--- src/rtl/w65_bus_pkg.sv ---
// Shared types for the 65C816-style bus initiator: FSM state encoding,
// the captured transaction record and the full bank+address width.
package w65_bus_pkg;

  localparam int VDA_ADDR_BITS = 24;

  typedef enum logic [1:0] {
    IDLE = 2'd0,
    ADDR = 2'd1,
    DATA = 2'd2
  } bus_state_e;

  typedef struct packed {
    logic                     we;
    logic [VDA_ADDR_BITS-1:0] addr;
    logic [7:0]               wdata;
  } bus_req_t;

endpackage

--- src/rtl/w65_bus_master_phi2_gen.sv ---
// phi2 generator: free-running half-phase counter that toggles phi2 every
// HALF_DIV clks. The strobes mark the clk whose rising edge moves phi2, so the
// FSM can change state on exactly the same edge that phi2 changes.
module phi2_gen #(
  parameter int HALF_DIV = 2
) (
  input  logic clk,
  input  logic reset,
  output logic phi2,
  output logic fall_pulse,
  output logic rise_pulse,
  output logic last_high
);

  localparam int CW = (HALF_DIV > 1) ? $clog2(HALF_DIV) : 1;
  localparam logic [CW-1:0] CNT_LAST = CW'(HALF_DIV - 1);

  logic [CW-1:0] cnt;
  logic          wrap;

  assign wrap = (cnt == CNT_LAST);

  // Phase counter and phi2 toggle; phi2 always restarts low out of reset.
  // NOTE: clocked state uses non-blocking (<=) so every register samples pre-edge values.
  always_ff @(posedge clk) begin
    if (reset) begin
      cnt  <= '0;
      phi2 <= 1'b0;
    end else if (wrap) begin
      cnt  <= '0;
      phi2 <= ~phi2;
    end else begin
      cnt  <= cnt + CW'(1);
    end
  end

  // The last clk of phi2-high is both the read sample point and the clk
  // before the falling edge; both names are kept for readability at the FSM.
  assign last_high  = phi2 & wrap;
  assign fall_pulse = phi2 & wrap;
  assign rise_pulse = ~phi2 & wrap;

endmodule

--- src/rtl/w65_bus_master.sv ---
// w65_bus_master: bus initiator for the 65C816-style bus. Runs one read or
// write bus cycle per accepted req, muxing the bank byte onto db during
// phi2-low and driving/sampling data during phi2-high.
// Optional build macro: W65_BUS_MASTER_RDY_EN (rdy=0 at the sample point
// repeats the whole bus cycle until the responder is ready).
module w65_bus_master
  import w65_bus_pkg::*;
#(
  parameter int HALF_DIV = 2
) (
  input  logic                     clk,
  input  logic                     reset,
  input  logic                     req,
  input  logic                     we,
  input  logic [VDA_ADDR_BITS-1:0] addr,
  input  logic [7:0]               wdata,
  output logic                     ack,
  output logic [7:0]               rdata,
  output logic                     busy,
  output logic                     phi2,
  output logic [15:0]              ab,
  output logic [7:0]               db_o,
  output logic                     db_oe,
  input  logic [7:0]               db_i,
  output logic                     rwb,
  output logic                     vda,
  output logic                     vpa,
  input  logic                     rdy
);

  bus_state_e state, state_nxt;
  bus_req_t   txn;
  logic       fall_pulse, rise_pulse, last_high;
  logic       accept, done, rdy_ok;

  phi2_gen #(.HALF_DIV(HALF_DIV)) u_phi2 (
    .clk        (clk),
    .reset      (reset),
    .phi2       (phi2),
    .fall_pulse (fall_pulse),
    .rise_pulse (rise_pulse),
    .last_high  (last_high)
  );

`ifdef W65_BUS_MASTER_RDY_EN
  assign rdy_ok = rdy;
`else
  logic unused_rdy;
  assign unused_rdy = rdy;
  assign rdy_ok     = 1'b1;
`endif

  // busy is only low in IDLE, so a request never lands mid-cycle.
  assign accept = req & ~busy;
  assign vpa    = 1'b0;

  // State register; state only moves on phi2 edges, so bus outputs do too.
  always_ff @(posedge clk) begin
    if (reset) state <= IDLE;
    else       state <= state_nxt;
  end

  // Next state and bus pin values decoded from the current state.
  // NOTE: every output gets a default first so no path leaves it unassigned (no latches).
  always_comb begin
    state_nxt = state;
    done      = 1'b0;
    vda       = 1'b0;
    rwb       = 1'b1;
    db_oe     = 1'b0;
    db_o      = 8'h00;
    case (state)
      IDLE: begin
        if (busy && fall_pulse) state_nxt = ADDR;
      end
      ADDR: begin
        vda   = 1'b1;
        rwb   = ~txn.we;
        db_oe = 1'b1;
        db_o  = txn.addr[VDA_ADDR_BITS-1:16];
        if (rise_pulse) state_nxt = DATA;
      end
      DATA: begin
        vda   = 1'b1;
        rwb   = ~txn.we;
        db_oe = txn.we;
        db_o  = txn.we ? txn.wdata : 8'h00;
        if (last_high) begin
          if (rdy_ok) begin
            done      = 1'b1;
            state_nxt = IDLE;
          end else begin
            state_nxt = ADDR;
          end
        end
      end
      default: state_nxt = IDLE;
    endcase
  end

  // Request capture, handshake flags, held bus address and read data.
  always_ff @(posedge clk) begin
    if (reset) begin
      txn   <= '0;
      busy  <= 1'b0;
      ack   <= 1'b0;
      ab    <= 16'h0000;
      rdata <= 8'h00;
    end else begin
      ack <= done;
      if (accept) begin
        txn  <= '{we: we, addr: addr, wdata: wdata};
        busy <= 1'b1;
      end else if (done) begin
        busy <= 1'b0;
      end
      if (state == IDLE && state_nxt == ADDR) ab <= txn.addr[15:0];
      if (done && !txn.we) rdata <= db_i;
    end
  end

endmodule

--- config.mk ---
export PLATFORM = sky130hd
export DESIGN_NAME = w65_bus_master
export DESIGN_NICKNAME = d
export VERILOG_FILES = /design/src/rtl/w65_bus_pkg.sv /design/src/rtl/w65_bus_master_phi2_gen.sv /design/src/rtl/w65_bus_master.sv
export SDC_FILE = /design/constraint.sdc
export NUM_CORES = 1
export LEC_CHECK = 0
export CORE_MARGIN = 2
export CORE_UTILIZATION = 41
export DETAILED_ROUTE_END_ITERATION = 10
export PLACE_DENSITY = 0.75
export SETUP_SLACK_MARGIN = 0.4
export SLEW_MARGIN = 20
export SYNTH_ARGS = -nofsm -noshare
export SYNTH_HDL_FRONTEND = slang
export SYNTH_SLANG_ARGS = --single-unit
--- constraint.sdc ---
create_clock -name clk -period 1.6 [get_ports clk]
set_input_delay 0.4 -clock clk [delete_from_list [all_inputs] [get_ports clk]]
set_output_delay 0.4 -clock clk [all_outputs]
set_load 0.005 [all_outputs]
# Word level (Yosys, flattened, before mapping)
# Index checks and enable logic that the tools add are counted.
# word_totals
register_bits,63
elab_cells,41
in_bits,45
output_inout_bits,39
# classes
eq_ne,3
bitwise,6
n_mux,13
n_reduce_logical,8
addsub,1
# ops
operator,count
$pmux W8 S2,1
$mux W8,1
$mux W1,6
$mux W2,3
$pmux W2 S3,1
$eq A2 B1 Y1 const B,2
$reduce_or A2 Y1,2
$and A1 B1 Y1,3
$logic_and A1 B1 Y1,3
$not A1 Y1,3
$eq A2 B2 Y1 const B,1
$logic_not A2 Y1,1
$pmux W1 S2,1
$reduce_bool A2 Y1,1
$add A1 B1 Y1 const B,1
$logic_not A1 Y1,1

# Logic depth before layout (Yosys ltp)
# depth
word_depth,6
ltp_mapped,9
ltp_nobuf,7

# By module
# From an unflattened synthesis, not the netlist that was laid out.
# unflattened
cells_unflattened,309
hier_area_um2,2603.7
# by_module_without_submodules
module,area_per_inst_um2,n_inst,cells_each
w65_bus_master,2526.2,1,301
phi2_gen,77.6,1,8

# Least setup slack after synthesis
# No wires, ideal clock.
# synth_path
path_type,flip-flop to flip-flop
from,reg state[0]
to,reg ab[11]
path_stages_with_launch,10
arrival_time_ns,1.495
setup_slack_ns,-0.031
t_required_ns,1.464
period_less_slack_ns,1.631
setup_time_ns,0.136
n_path_buf,2
path_cell_list,dfxtp_1 -> inv_1 -> ha_1 -> and2b_1 -> o22ai_2 -> a211o_1 -> buf_6 -> buf_12 -> nand3_2 -> a21oi_2
# synth_via
elab_chain_cells,4
# synth_lines
element,line_no,source
from (decl),w65_bus_master.sv:31,"bus_state_e state, state_nxt;"
from (signal assigned),w65_bus_master.sv:60,else state <= state_nxt;
"$eq A2 B2 Y1, or another cell as far along",w65_bus_master.sv:72,case (state)
$pmux W2 S3,w65_bus_master.sv:72,
$eq A2 B1 Y1,w65_bus_master.sv:117,if (state == IDLE && state_nxt == ADDR) ab <= txn.addr[15:0];
$logic_and A1 B1 Y1 (*),w65_bus_master.sv:117,
to (signal assigned),w65_bus_master.sv:117,
to (decl),w65_bus_master.sv:21,"output logic [15:0] ab,"
# Mark *: on every way between the ends. The rest lies on a longest branch, timed or not.
# A chain may end at the register's enable or synchronous reset.

# Worst setup path in the final report
# layout_path
from,reg state[0]
to,out db_o[4]
# layout_via
elab_chain_cells,2
# layout_lines
element,line_no,source
$eq A2 B2 Y1 or $eq A2 B1 Y1 (tied branches),w65_bus_master.sv:72,
$pmux W8 S2 (*),w65_bus_master.sv:72,
to (decl),w65_bus_master.sv:22,"output logic [7:0] db_o,"
# Marks and branches as above.

==> flow_summary.yaml <==
setup_path:
  critical-path-max-stage-delay_ns: 0.35
  r2r-end: "ab[0]"
  crit_end: "db_o[4]"
  cp.arrival_ns: 1.56
  reg2regPathDepth: 9
  ff2ff_setup_slack_ns: -0.12
  cp_max_fo: 3
  r2r_start: "state[0]"
  crit_slowest_cell: "dfxtp_2"
  critical_path_buf_inv_count: 5
  crit_type: "flop to primary output"
  cp_common_cell: "buf_6"
  crit_start: "state[0]"
  critPathCaptureType: "primary output"
  worstPathRequired_ns: 1.20
  start_kind: "flop"
  path_cells: "inv_2 > buf_6 > ha_4 > buf_6 > buf_6 > nor2b_2 > buf_2"
  path_depth: 7
  path_delay_family: "buffers and inverters"
placed_design:
  hpwl_um: 4320
  io_buffer_count: 81
  place_area_um2: 3580
  dp.cells: 467
  gp_congestion: 0.791
finish:
  fin_cells: 509
  diodes: 0
  drive_gt1_share_pct: 60.4
  fin_area_um2: 4690
  seq_area_um2: 1300
  n_fill_cell: 420
  multi_input_area_um2: 1820
  fin_nets: 476
  syn_to_final_growth_pct: 78.3
die:
  ioPinCount: 84
  dieHeight_um: 84.1
  dieWidth_um: 84.1
  core_area_um2: 6280
  num_rows: 29
  initial_core_util_pct: 41.9
  dieArea_um2: 7070
pwr:
  p_leak_nw: 1.80
  power_density_nw_per_um2: 792
  power_mw: 3.71
  peakVddDrop_mv: 0.707
clock_network:
  cts.sinks: 63
  clk_latency_ns: 0.35
  clk_pin_slew_ns: 0.07
  cts_buffers: 9
  cts_buffer_depth: 2
  cts.htree.levels: 3
  cts_root_buf: "clkbuf_8"
  cts_tree: "built"
worst_hold_path:
  hp-class: "flop to flop"
  hold_path_depth: 2
logic_synthesis:
  synthCells: 316
  netlist.area_leader.share_pct: 48.0
  synth_cell_types: 33
  syn_area_um2: 2630
  ys.flop_type: "dfxtp_1"
  avgSynthCellArea_um2: 8.31
  async_flop_share_pct: 0
  synth-edff-count: 0
  synth_warnings: 0
  synth_top_area_cell: "dfxtp_1"
  ys_seq_area_share_pct: 48.0
  synth_fp_nets: 365
  synth_area_leaders: "dfxtp_1, nand2_1, a21oi_1"
  ys_ff_latch: 63
global_routing:
  grt_max_degree: 64
  antenna_found_initial: 0
  grt_pass1_vias: 2401
  overflow: 0
  grt_use_total_pct: 20.5
  grt_pass1_wl_um: 11500
timing:
  timing.fmax_mhz: 509
  rsz0062_at_grt: "true"
  setup_ws_ns: -0.364
  fin_skew_ns: 0.00891
  min_period_over_period_pct: 123
  slew_viol_final: 0
  setup_viol: 27
  layout_min_cycle_time_ns: 1.96
  hold_violations: 0
detailed_routing:
  drtPass1Iterations: 5
  viasPerCell: 5.22
  vias: 2655
  antenna_left: 0
  drc: 0
  wirelength_um: 8710
  drt_iter0_markers: 164
  post_drt_wl_per_cell_um: 17.1
run:
  cap_viol_max_count: 0
outcome:
  violations: "negative setup slack"
  status: "complete, but fails checks"
-- cell usage after synthesis (all sizes together) (2+ instances only) --
library cell,count
a21oi,59
a22oi,8
nand2b,2
ha,4
inv,4
and2b,2
buf,6
dfxtp,63
nor2b,9
nor2,7
nand2,86
o21ai,18
nand3,17
clkbuf,20
-- layout by cell type, fill, tap and decap left out, drive strengths merged --
master,netlist,layout
a211o,1,1
a211oi,1,1
a21oi,59,59
a22oi,8,8
a31oi,1,1
and2,1,2
and2b,2,2
buf,6,80
bufinv,0,1
clkbuf,20,12
clkdlybuf4s50,0,41
clkinv,0,3
clkinvlp,0,2
conb,1,1
dfxtp,63,63
dlygate4sd2,0,2
ha,4,4
inv,4,4
mux2i,1,1
nand2,86,86
nand2b,2,2
nand3,17,17
nor2,7,7
nor2b,9,9
nor3,1,1
o21a,1,1
o21ai,18,18
o22ai,1,1
or2,1,1
xnor2,1,1
-- worst min-delay path by stage --
stage                         from       end  slack (ns)
after floorplan             txn[0]    txn[0]        0.44
after global placement    rdata[5]  rdata[5]        0.44
after detailed placement  rdata[7]  rdata[7]        0.45
after CTS                 rdata[7]  rdata[7]        0.45
after global routing       txn[26]   txn[26]        0.48
final                     rdata[7]  rdata[7]        0.45
-- per-stage QoR --
step           TNS [ns]  setup WS, ns  hold WS, ns  util (%)
6_report          -4.75        -0.364        0.450      74.6
3_5_place_dp      -7.50        -0.422        0.447      57.0
3_3_place_gp      -7.23        -0.350        0.443      57.0
2_1_floorplan         0        0.0827        0.436         -
4_1_cts           -3.92        -0.358        0.452      63.3
5_1_grt           -6.80        -0.436        0.478      74.6
-- timing repair --
item                                    4_1_cts  5_1_grt
cloned                                        2        5
hold buffers                                  0        0
buffers inserted                             12        7
resized for setup                           232      146
endpoints found under the setup margin       87       97
pin swaps                                    36       73
-- logic make-up (layout without fill, tap and decap cells) --
group                      Yosys count  count (layout)  share of synthesized area, %
DFF                                 63              63                          48.0
AOI/OAI and AO/OA                   90              90                          20.7
and+or+nand+nor                    126             127                          22.2
xor gates and xnor gates             1               1                         0.333
adders and majority gates            4               4                          1.90
other                                1               1                         0.143
muxes                                1               1                         0.381
buffers and inverters               30             145                          6.33
-- worst min-delay path: cells and delay by family, from the launching register on --
family             cells  cell delay, ns
DFF                    1            0.32
and+or+nand+nor        1            0.04
AOI/OAI and AO/OA      1            0.05
-- state kept, by name, indices dropped and copies added (netlist names) --
signal       flops
u_phi2.phi2      1
txn             33
busy             1
ack              1
state            2
ab              16
u_phi2.cnt       1
rdata            8
-- area by class of cell --
type	instances	share of cell area, %
clock buffer	10	2.94
tap	77	2.06
sequential	63	27.7
clock inverter	6	1.28
timing repair buffer	125	26.8
inverter	4	0.320
multi-input combinational	224	38.9
-- routing by layer --
metal	routed length [um]	track usage (%)
met1	3360	26.0
met2	4740	33.2
met3	451	6.23
met4	153	6.60
met5	0	0
-- power breakdown --
| group | switching [mW] | internal (mW) | leakage (nW) |
|---|---|---|---|
| registers | 0.0512 | 1.63 | 0.528 |
| logic | 0.298 | 0.313 | 1.17 |
| clock network | 0.663 | 0.753 | 0.0981 |
No activity file was read; power rests on OpenSTA's default activity.
